**src/rtl/fft_arith_pkg.sv**
```systemverilog
// Shared arithmetic constants and stage records for the FFT/NTT butterfly datapath.
package fft_arith_pkg;

    localparam int DEF_WIDTH   = 16;
    localparam int DEF_MODULUS = 65521;
    localparam int CLA_CELL_W  = 2;

    typedef struct packed {
        logic [DEF_WIDTH-1:0] d;
        logic                 borrow;
        logic                 valid;
    } stage_t;

endpackage

```
**src/rtl/cla_add_n.sv**
```systemverilog
// Generic WIDTH-bit carry-lookahead adder, a ripple of 2-bit CLA cells.
module cla2_cell (
    input  logic [1:0] a,
    input  logic [1:0] b,
    input  logic       c_in,
    output logic [1:0] sum,
    output logic       c_out
);

    logic [1:0] g;
    logic [1:0] p;
    logic       c1;

    assign g     = a & b;
    assign p     = a ^ b;
    assign c1    = g[0] | (p[0] & c_in);
    assign c_out = g[1] | (p[1] & g[0]) | (p[1] & p[0] & c_in);
    assign sum   = p ^ {c1, c_in};

endmodule

module cla_add_n
    import fft_arith_pkg::*;
#(
    parameter int WIDTH = DEF_WIDTH
) (
    input  logic [WIDTH-1:0] a,
    input  logic [WIDTH-1:0] b,
    input  logic             c_in,
    output logic [WIDTH-1:0] sum,
    output logic             c_out
);

    localparam int NG = WIDTH / CLA_CELL_W;

    logic [NG:0] c;

    assign c[0]  = c_in;
    assign c_out = c[NG];

    for (genvar g = 0; g < NG; g++) begin : g_cell
        cla2_cell u_cell (
            .a    (a[g*CLA_CELL_W +: CLA_CELL_W]),
            .b    (b[g*CLA_CELL_W +: CLA_CELL_W]),
            .c_in (c[g]),
            .sum  (sum[g*CLA_CELL_W +: CLA_CELL_W]),
            .c_out(c[g+1])
        );
    end

endmodule

```
**src/rtl/cla_mod_sub_pipe.sv**
```systemverilog
// Two-stage elastic modular subtractor: diff = (a - b) mod MODULUS.
// Optional operand range check: define CLA_MOD_SUB_RANGE_CHECK_EN.
module cla_mod_sub_pipe
    import fft_arith_pkg::*;
#(
    parameter int               WIDTH   = DEF_WIDTH,
    parameter logic [WIDTH-1:0] MODULUS = WIDTH'(DEF_MODULUS)
) (
    input  logic             clk,
    input  logic             rst_n,
    input  logic             in_valid,
    output logic             in_ready,
    input  logic [WIDTH-1:0] a_in,
    input  logic [WIDTH-1:0] b_in,
    output logic             out_valid,
    input  logic             out_ready,
    output logic [WIDTH-1:0] diff_out,
    output logic             borrow_out
`ifdef CLA_MOD_SUB_RANGE_CHECK_EN
    ,
    output logic             range_err
`endif
);

    typedef struct packed {
        logic [WIDTH-1:0] d;
        logic             borrow;
        logic             valid;
    } stage_w_t;

    stage_w_t         s1;
    logic             adv1;
    logic             adv2;
    logic [WIDTH-1:0] sub_d;
    logic             sub_c;
    logic [WIDTH-1:0] fix_d;
    logic [WIDTH-1:0] next_diff;

    assign adv2     = ~out_valid | out_ready;
    assign adv1     = ~s1.valid | adv2;
    assign in_ready = adv1;

    cla_add_n #(.WIDTH(WIDTH)) u_sub (
        .a    (a_in),
        .b    (~b_in),
        .c_in (1'b1),
        .sum  (sub_d),
        .c_out(sub_c)
    );

    // Wrap-around carry of the correction is always discarded.
    cla_add_n #(.WIDTH(WIDTH)) u_fix (
        .a    (s1.d),
        .b    (MODULUS),
        .c_in (1'b0),
        .sum  (fix_d),
        .c_out()
    );

`ifdef CLA_MOD_SUB_RANGE_CHECK_EN
    logic s1_err;
    logic in_err;

    assign in_err = (a_in >= MODULUS) | (b_in >= MODULUS);

    always_comb begin
        next_diff = s1.borrow ? fix_d : s1.d;
        if (s1_err) begin
            next_diff = '0;
        end
    end

    always_ff @(posedge clk) begin
        if (!rst_n) begin
            s1_err    <= 1'b0;
            range_err <= 1'b0;
        end else begin
            if (adv1 && in_valid) begin
                s1_err <= in_err;
            end
            if (adv2 && s1.valid) begin
                range_err <= s1_err;
            end
        end
    end
`else
    always_comb begin
        next_diff = s1.borrow ? fix_d : s1.d;
    end
`endif

    always_ff @(posedge clk) begin
        if (!rst_n) begin
            s1         <= '0;
            out_valid  <= 1'b0;
            diff_out   <= '0;
            borrow_out <= 1'b0;
        end else begin
            if (adv1) begin
                s1.valid <= in_valid;
                if (in_valid) begin
                    s1.d      <= sub_d;
                    s1.borrow <= ~sub_c;
                end
            end
            if (adv2) begin
                out_valid <= s1.valid;
                if (s1.valid) begin
                    diff_out   <= next_diff;
                    borrow_out <= s1.borrow;
                end
            end
        end
    end

endmodule

```
**config.mk**
```make
export PLATFORM = sky130hd
export DESIGN_NAME = cla_mod_sub_pipe
export DESIGN_NICKNAME = d
export VERILOG_FILES = /design/src/rtl/fft_arith_pkg.sv /design/src/rtl/cla_add_n.sv /design/src/rtl/cla_mod_sub_pipe.sv
export SDC_FILE = /design/constraint.sdc
export NUM_CORES = 1
export LEC_CHECK = 0
export BUFFER_PORTS_ARGS = -buffer_cell sky130_fd_sc_hd__buf_2
export CAP_MARGIN = 20
export CORE_MARGIN = 4
export CORE_UTILIZATION = 51
export DETAILED_ROUTE_END_ITERATION = 7
export PLACE_DENSITY = 0.84
export SYNTH_ARGS = -nofsm -noshare
export SYNTH_HDL_FRONTEND = slang
export SYNTH_HIERARCHICAL = 1
export SYNTH_SLANG_ARGS = --single-unit
```
**constraint.sdc**
```tcl
create_clock -name clk -period 2.4 [get_ports clk]
set_input_delay 0 -clock clk [delete_from_list [all_inputs] [get_ports clk]]
set_output_delay 0 -clock clk [all_outputs]
set_load 0.005 [all_outputs]
```
==> summary.md, run 1 <==
| Metric | Value |
|---|---|
| Status | finished with violations |
| Violated checks | setup timing |
| Hold depth | 3 |
| Final setup fails | 5 |
| CTS root buf | clkbuf_8 |
| DR WL met3 | approximately 310 um |
| RePlAce Congestion | 0.780 |
| Crit path kind | register to register |
| CTS clk-pin slew, worst paths | 0.07 ns |
| Max Clk Rate | around 390 MHz |
| Crit path DAT | 2.71 ns |
| Total power draw | 1870 uW |
| Clock power frac | 22.7% |
| CTS sink count | 36 |
| Largest net degree at the start of global routing | 34 |
| Area after DPL | roughly 0.0034 mm2 |
| Remaining DRCs | 0 |
| Final Slew Violations | 0 |
| YS warnings | 6 |
| Reg2reg setup slack | -0.15 ns |
| Worst Tran Pin Value | 0.734 ns |
| Internal power | 1230 uW |
| Cell family with most CP delay | simple AND/OR/NAND/NOR gates |
| Critical Path Start Type | register |
| Crit path max-delay cell type | fa_2 |
| Setup repair after global routing missed its margin | true |
| CP max stage delay | 0.52 ns |
| Worst path bufs/invs | 2 |
| Number of port buffers | 54 |
| Max Fanout on Critical Path | 2 |
| Worst Path Required | 2.56 ns |
| Final std cells w/o fill | 521 |
| Vias in the first global route | 2,363 |
| DRT Wirelength | ~6000 um |
| Hold Vio Cnt, Final | 0 |
| Worst-skew pair later-pin latency | 0.29 ns |
| Final Cell Area | 0.00369 mm2 |
| Metal2 WL | 3010 um |
| Final min period | 2.55 ns |
| Routed vias | 2,505 |
| Combinational group share of total power | about two fifths |
| Worst Reg-to-Reg Cells | 20 |
| Setup Skew | 0.00294 ns |
| Max layer used | met4 |
| Hold crit path type | primary input to register |
| Nets | around 530 |
| First-pass GRT wire length | between 9000 and 10,000 um |
| Pwr dens | 506 mW/mm2 |
| Max-Cap Viols | 0 |
| Most frequent cells in the layout | inv_1, buf_2, nand2_1 |
| Share of post-route cells with drive strength above 1 | 26.5% |
| Worst setup EP type | register |
| Leakage | 0.00197 uW |
| Worst slew margin | 50.9% |
| Starting Density | between 50% and 60% |
| Synth Area per Inst | 8.39 um2 |
| Wl on met1 | 2550 um |
| Worst-path cell chain | ha_4 -> a21oi_2 -> nand2_1 -> nand3_1 -> nand2_1 -> nand3_1 -> nand2_1 -> nand3_2 -> nand2_2 -> nand3_2 -> nand2_2 -> nand3_2 -> nand2_2 -> nand3_2 -> nand2_1 -> inv_1 -> fa_2 -> inv_2 -> mux2i_1 -> a211oi_2 |
| CTS tree | done |
| Core Box Area | 0.00554 mm2 |
| Sw frac | between 30 and 40% |
| Die Ht | 84.0 um |
| Leading cell type in the layout, fill and taps excluded | inv_1 |
| Num rows | 27 |
| Worst r2r dst | diff_out[14] |
| Mapped Cells | 351 |
| Synthesized area | 0.00294 mm2 |
| Worst reg2reg startpoint | s1[3] |
| Setup_tns | -0.485 ns |
| Area of the die | 0.00705 mm2 |
| Gr usage total | ~17% |
| Synth-to-layout area growth | 25.2% |
| GRT overflow | 0 |
| Die Wd | 84.0 um |
| Longest Clk Path Bufs | 2 |
| Detailed Route Iter0 Violations | 55 |
| First-pass DRT Iterations | 4 |
| Wirelength per Cell | 11.5 um |
| Placed cell count | 502 |
| Maximum VDD drop | 0.000284 V |
| Post-DP HPWL | 4510 um |
| H-tree depth | 2 |
| Period utilization | 106% |
| Slack of the critical path | -0.151 ns |
| Reg power frac | 37.9% |
| Initial antenna violation count | 0 |
| Vias per cell | 4.81 |
| Inserted Clock Buffers | 5 |
| N_diodes | 0 |
| IO Pins | 55 |
| Antenna Nets Post-Route | 0 |
| Worst hold start | in_valid |
| Switching power | 640 uW |
| Endpoint of the worst hold path | s1[0] |
-- sequential cells by signal, summed over array words and instances (netlist names) --
register	flops
borrow_out	1
out_valid	1
s1	18
diff_out	16
-- stage by stage --
| stage | hold slack [ns] | worst slack (ns) | util [%] |
|---|---|---|---|
| after global placement | 0.304 | -0.0636 | 61.3 |
| after CTS | 0.00764 | -0.0954 | 64.2 |
| after global routing | 0.0244 | -0.327 | 66.5 |
| final | 0.0112 | -0.151 | 66.5 |
| after floorplan | 0.126 | 0.00222 | - |
| after detailed placement | 0.317 | -0.198 | 61.3 |
-- worst min-delay path: cells and delay by family --
kind            cells  cell delay (ns)
buf+inv             2             0.16
compound gates      1             0.11
-- how the worst max path moves through the flow --
stage	from	to	slack (ns)	cells past startpoint
finish	s1[3]	diff_out[14]	-0.15	20
global route	s1[3]	diff_out[15]	-0.33	20
CTS	s1[2]	diff_out[15]	-0.1	20
detailed placement	s1[3]	diff_out[14]	-0.20	20
global placement	s1[3]	diff_out[14]	-0.06	20
floorplan	s1[3]	diff_out[14]	0.002	20
-- routing by layer --
layer / vias to the layer above / GRT usage, %
li1: 1283 / -
met1: 1156 / 19.6
met2: 57 / 30.2
met3: 9 / 3.75
met4: 0 / 7.31
met5: - / 0
-- power groups by stage --
stage	clock network (uW)	logic [uW]	registers, uW
after detailed placement	0	628	719
after global placement	0	594	714
after CTS	434	663	707
final	424	735	708
after global routing	461	839	716
after floorplan	0	467	704
-- layout make-up --
class                      count  area, um2
multi-input combinational    243       1990
fill                         474       1850
sequential                    36        723
timing repair buffer          79        480
inverter                      83        312
tap                           72       90.1
clock buffer                   5       68.8
clock inverter                 3       18.8
-- repair_timing --
action	CTS	global route
endpoints found under the hold margin	0	0
endpoints found under the setup margin	4	9
buffers inserted	7	4
hold buffers	0	0
cloned	0	0
gates resized for setup	5	28
pin swaps	7	17
No activity file was read; power rests on OpenSTA's default activity.
==> run 2: changes to the inputs <==
--- a/config.mk
+++ b/config.mk
@@ -8,10 +8,9 @@
 export BUFFER_PORTS_ARGS = -buffer_cell sky130_fd_sc_hd__buf_2
 export CAP_MARGIN = 20
 export CORE_MARGIN = 4
-export CORE_UTILIZATION = 51
+export CORE_UTILIZATION = 30
 export DETAILED_ROUTE_END_ITERATION = 7
-export PLACE_DENSITY = 0.84
+export PLACE_DENSITY = 0.58
 export SYNTH_ARGS = -nofsm -noshare
 export SYNTH_HDL_FRONTEND = slang
-export SYNTH_HIERARCHICAL = 1
 export SYNTH_SLANG_ARGS = --single-unit
==> run 2 against run 1 <==
Compared with the run above: the flow now finishes without violations; final area fell by 22%; largest cell class unchanged; largest power group is now registers; power fell by 18%; worst hold slack better by 0.058 ns; clock skew about the same; core utilization fell by 29 points.
==> summary.md, run 2 <==
| Metric | Value |
|---|---|
| CP max stage delay | 0.36 ns |
| Max Clk Rate | 440 MHz |
| Leakage | about 0.0015 uW |
| Yosys reg bits | 36 |
| EDFF count, synth | 0 |
| Crit path DAT | 2.46 ns |
| Top reg by flops | s1 |
| Wirelength per Cell | 10.6 um |
| Worst slew margin | a little under half |
| Worst setup EP type | register |
| Crit path max-delay cell type | dfxtp_4 |
| Maximum VDD drop | 0.000176 V |
| Vias in the first global route | 1,802 |
| First-pass GRT wire length | 7850 um |
| Leading cell type in the layout, fill and taps excluded | nand2_1 |
| CTS clk-pin slew, worst paths | 0.07 ns |
| Critical Path Start Type | register |
| Cell family with most CP delay | simple AND/OR/NAND/NOR gates |
| Die Wd | roughly 97 um |
| Worst path bufs/invs | 0 |
| Sequential-to-total area share from yosys stat | 30.6% |
| Synth area leaders | dfxtp_1, ha_1, nand2_1, o211a_1, fa_1 |
| CTS tree | done |
| Longest Clk Path Bufs | 2 |
| Final setup fails | 0 |
| GRT overflow | 0 |
| Final Slew Violations | 0 |
| Hold Vio Cnt, Final | 0 |
| CTS root buf | clkbuf_8 |
| Hold crit path type | primary input to register |
| Detailed Route Iter0 Violations | 51 |
| Yosys top cell area share | 30.6% |
| Antenna Nets Post-Route | 0 |
| YS warnings | 0 |
| Core Box Area | 0.00769 mm2 |
| Worst Path Required | roughly 2.6 ns |
| Initial antenna violation count | 0 |
| Netlist cell types | 35 |
| Largest net degree at the start of global routing | 37 |
| Nets | 399 |
| CTS sink count | 36 |
| Internal power | 1080 uW |
| Final min period | 2.27 ns |
| Total power draw | 1530 uW |
| Die Ht | 96.7 um |
| RePlAce Congestion | 0.804 |
| Period utilization | between 90% and 100% |
| Pre-CTS WS | 0.0642 ns |
| Yosys top cell by area | dfxtp_1 |
| Largest regs | s1 (18), diff_out (16) |
| Crit path kind | register to register |
| Layout Utilization | between 30% and 40% |
| N_diodes | 0 |
| Asr flop ratio synth | 0% |
| Worst-skew pair later-pin latency | 0.28 ns |
| Max Fanout on Critical Path | 3 |
| Synthesized area | between 0.002 and 0.0025 mm2 |
| Routed vias | 1,909 |
| Most numerous cell in the Yosys netlist | nand2_1 |
| Synth-to-layout area growth | 22.4% |
| Num rows | 32 |
| Mapped Cells | between 200 and 300 |
| Max-Cap Viols | 0 |
| Critical Path Most Common Cell | nand2_1 |
| Setup Skew | 0.00330 ns |
| Setup repair after global routing missed its margin | true |
| Worst-path cell chain | ha_4 -> a311oi_2 -> nand2_1 -> or3_4 -> nor3_4 -> nor3b_2 -> ha_2 -> nand2_2 -> xor2_1 -> nand2_1 -> o211a_1 |
| Synth Area per Inst | 8.64 um2 |
| DRT Wirelength | approximately 4600 um |
| H-tree depth | 2 |
| Area of the die | 0.00934 mm2 |
| IO Pins | 55 |
| Most frequent cells after synthesis | nand2_1, dfxtp_1, inv_1 |
| Slack of the critical path | around 0.13 ns |
| Status | finished clean |
| Share of post-route cells with drive strength above 1 | 22.9% |
| Clock power frac | 28.2% |
| Sw frac | 29.0% |
| Switching power | ~440 uW |
| Worst Tran Pin Value | 0.814 ns |
| Vias per cell | 4.40 |
| Combinational group share of total power | about a quarter |
| Remaining DRCs | 0 |
| Max FFs per register | 18 |
| Syn Nets | approximately 340 |
| Starting Density | 30.7% |
| Gr usage total | 9.92% |
| Pwr dens | 529 mW/mm2 |
| Inserted Clock Buffers | 5 |
| Synth Flop Type | dfxtp_1 |
| Most frequent cells in the layout | nand2_1, buf_2, inv_1 |
| Reg power frac | 45.8% |
| Number of port buffers | between 50 and 60 |
| Post-DP HPWL | about 3700 um |
| First-pass DRT Iterations | 4 |
-- run 2: cell count changes in the layout (fill, tap and decap cells not counted), moves of 18 or more --
cell	delta
inv_1	-42
o211a_1	+18
conb_1	-27
mux2i_1	-30
a21oi_1	-28
nand2_1	+19
-- run 2: final timing paths --
path	start	depth (start not counted)	slack, ns	endpoint
min reg2reg	diff_out[14]	2	0.45	diff_out[14]
max	s1[2]	11	0.13	diff_out[15]
min	out_ready	3	0.07	s1[0]
max reg2reg	s1[2]	11	0.13	diff_out[15]
-- run 2: through the flow --
stage          area (um2)  instances  setup TNS [ns]  hold WS [ns]
2_1_floorplan        2360        273               0         0.122
3_3_place_gp         2740        422               0         0.287
3_5_place_dp         2740        422               0         0.299
4_1_cts              2840        431               0        0.0576
5_1_grt              2890        434        -0.00780         0.103
6_report             2890        434               0        0.0691
-- run 2: logic make-up (layout without fill, tap and decap cells) --
logic type,Yosys count,in the layout,share of synthesized area [%]
flops,36,36,30.6
mux,2,2,0.849
compound gates,63,63,21.1
fa+ha+maj,32,32,19.2
xor+xnor,16,16,5.94
simple gates,78,78,15.0
buf+inv,46,105,7.43
-- run 2: worst register-to-register path, cell delays in order (launching register included) --
cell and delay (ns):
dfxtp_4 0.36, ha_4 0.16, a311oi_2 0.27, nand2_1 0.11, or3_4 0.35, nor3_4 0.13
nor3b_2 0.19, ha_2 0.19, nand2_2 0.05, xor2_1 0.17, nand2_1 0.06, o211a_1 0.12
-- run 2: layer usage --
metal	part of all wire, %	up-vias	track usage, %
met1	54	828	13.5
met4	2.2	0	4.86
met3	4.8	6	2.81
li1	-	1032	-
met5	0	-	0
met2	39	43	14.3
-- run 2: repair_timing --
action | CTS | global route
gates resized for setup | 0 | 8
setup endpoints to repair | 0 | 2
setup buffers | 0 | 3
hold buffers | 1 | 0
endpoints found under the hold margin | 1 | 0
-- run 2: layout make-up --
type | count | area, um2
clock buffer | 8 | 90.1
sequential | 36 | 726
inverter | 35 | 131
multi-input combinational | 191 | 1480
fill | 827 | 4800
tap | 102 | 128
timing repair buffer | 62 | 333
-- run 2: power groups by stage --
stage / logic, uW / registers (uW) / clock network [uW]
global route: 467 / 708 / 467
CTS: 393 / 697 / 449
finish: 397 / 699 / 431
floorplan: 282 / 697 / 0
detailed placement: 389 / 711 / 0
global placement: 382 / 710 / 0
==> run 3: changes to the inputs <==
--- a/config.mk
+++ b/config.mk
@@ -10,7 +10,8 @@
 export CORE_MARGIN = 4
 export CORE_UTILIZATION = 30
 export DETAILED_ROUTE_END_ITERATION = 7
-export PLACE_DENSITY = 0.58
+export PLACE_DENSITY = 0.57
 export SYNTH_ARGS = -nofsm -noshare
 export SYNTH_HDL_FRONTEND = slang
+export SYNTH_HIERARCHICAL = 1
 export SYNTH_SLANG_ARGS = --single-unit
==> run 3 against run 2 <==
Compared with the run above: the flow now finishes with violations (setup timing); register-to-register slack worse by 0.20 ns; global-route usage grew 1.2 points; power rose by 22%; clock skew rose by 0.0017 ns; sequential share of layout area down 5.5 points; setup slack worse by 0.20 ns; maximum frequency decreased by 8.1%; count of clock-buffer cells in the layout is 1 lower; sequential power barely moved; combinational power is 77% higher; core utilization is 1.6 points higher; routed wire length rose by 33%; largest power group unchanged.
==> summary.md, run 3 (synthesized netlist as in run 1, its figures left out) <==
| Metric | Value |
|---|---|
| Layout Utilization | 39.2% |
| Gr usage total | 11.1% |
| Leakage | 0.00195 uW |
| Max Clk Rate | 404 MHz |
| N_diodes | 0 |
| GRT overflow | 0 |
| Worst Reg-to-Reg Cells | 19 |
| Worst slew margin | 47.1% |
| Total power draw | 1860 uW |
| Worst Path Required | ~2.6 ns |
| Crit path max-delay cell type | fa_2 |
| Die Wd | 107 um |
| Worst hold slack | ~0.015 ns |
| Worst reg2reg startpoint | s1[3] |
| Final min period | 2.48 ns |
| Vias per cell | 4.14 |
| Worst-skew pair later-pin latency | 0.29 ns |
| Inserted Clock Buffers | 5 |
| Number of port buffers | 54 |
| Area of the die | 0.0115 mm2 |
| Worst path bufs/invs | 3 |
| Largest net degree at the start of global routing | 34 |
| Max Fanout on Critical Path | 2 |
| Crit path DAT | 2.67 ns |
| Longest Clk Path Bufs | 2 |
| Leading cell type in the layout, fill and taps excluded | inv_1 |
| Worst r2r dst | diff_out[12] |
| DRT Wirelength | 6120 um |
| Max-Cap Viols | 0 |
| CTS root buf | clkbuf_8 |
| Slack of the critical path | -0.0756 ns |
| Wirelength per Cell | approximately 11 um |
| CTS sink count | 36 |
| Worst Tran Pin Value | between 0.7 and 0.8 ns |
| Setup Skew | 0.00505 ns |
| Violated checks | setup timing |
| Maximum VDD drop | 0.000192 V |
| Reg2reg setup slack | -0.08 ns |
| Antenna Nets Post-Route | 0 |
| Crit path capture | diff_out[12] |
| Routed vias | between 2,000 and 2,500 |
| Remaining DRCs | 0 |
| WP depth | 19 |
| Num rows | 35 |
| Synth-to-layout area growth | 25.4% |
| Cell family with most CP delay | simple AND/OR/NAND/NOR gates |
| Hold crit path type | primary input to register |
| First-pass DRT Iterations | 4 |
| Most frequent cells in the layout | inv_1, buf_2, nand2_1 |
| CP max stage delay | 0.43 ns |
| Max FFs per register | 18 |
| Crit path kind | register to register |
| IO Pins | 55 |
| H-tree depth | 2 |
| Critical Path Start Type | register |
| Final Slew Violations | 0 |
| Final setup fails | 4 |
| Die Ht | 107 um |
| Top reg by flops | s1 |
| Vias in the first global route | 2,356 |
| Worst setup EP type | register |
| Starting Density | approximately 31% |
| Setup repair after global routing missed its margin | true |
| Hold Vio Cnt, Final | 0 |
| Detailed Route Iter0 Violations | 71 |
| CTS tree | done |
| Worst-path cell chain | ha_4 -> a21oi_2 -> nand2_1 -> nand3_1 -> nand2_1 -> nand3_1 -> nand2_1 -> nand3_1 -> nand2_1 -> nand3_1 -> nand2_1 -> nand3_1 -> nand2_1 -> buf_4 -> inv_2 -> fa_2 -> inv_2 -> mux2i_1 -> a211oi_1 |
| Nets | 528 |
| Core Box Area | 0.00942 mm2 |
| Critical path startpoint | s1[3] |
| Share of post-route cells with drive strength above 1 | 24.4% |
| Period utilization | 103% |
| Status | finished with violations |
| CTS clk-pin slew, worst paths | 0.07 ns |
| Pwr dens | 503 mW/mm2 |
| First-pass GRT wire length | ~11,000 um |
| Post-DP HPWL | 4860 um |
| Initial antenna violation count | 0 |
| RePlAce Congestion | 0.784 |
| Largest regs | s1 (18), diff_out (16) |
| Critical Path Most Common Cell | nand2_1 |
==> run 3: worst min path at each step <==
stage               depth (start not counted)       end  startpoint  slack [ns]
floorplan                                   1  in_ready   out_ready        0.13
global route                                3     s1[0]    in_valid        0.06
global placement                            3     s1[0]    in_valid        0.31
detailed placement                          3     s1[0]    in_valid        0.31
CTS                                         3     s1[0]    in_valid       0.003
finish                                      3     s1[0]    in_valid        0.01
==> run 3: cell type report <==
type                       count  area (um2)
multi-input combinational    243        1960
fill                        1027        5720
timing repair buffer          76         435
clock inverter                 1        7.51
inverter                      83         317
tap                          129         161
clock buffer                   7        86.3
sequential                    36         723
==> run 3: power breakdown <==
group	internal [uW]	switching, uW
clock	233	219
sequential	656	46.5
combinational	346	356
total	1230	622
==> run 3: stage by stage <==
step	cells	setup TNS, ns	instance area (um2)	worst slack [ns]
2_1_floorplan	376	0	3040	0.00222
3_3_place_gp	559	-0.164	3470	-0.0944
3_5_place_dp	559	-0.386	3470	-0.146
4_1_cts	576	-0.0515	3650	-0.0316
5_1_grt	575	-1.38	3690	-0.308
6_report	575	-0.156	3690	-0.0756
==> run 3: worst min-delay path: cells and delay by family <==
family	cells	cell delay, ns
buf+inv	2	0.15
compound gates	1	0.11
==> run 3: timing repair <==
item | 4_1_cts | 5_1_grt
gates cloned | 0 | 0
pin swaps | 5 | 12
gates resized for setup | 4 | 18
setup buffers | 9 | 2
hold buffers | 0 | 0
endpoints found under the setup margin | 3 | 11
==> run 3: metal layers <==
| layer | global-route usage [%] | up-vias | share of wire, % |
|---|---|---|---|
| li1 | - | 1270 | - |
| met1 | 15.5 | 1046 | 50 |
| met2 | 17.6 | 60 | 44 |
| met3 | 2.05 | 5 | 4.9 |
| met4 | 3.01 | 0 | 1.0 |
| met5 | 0 | - | 0 |
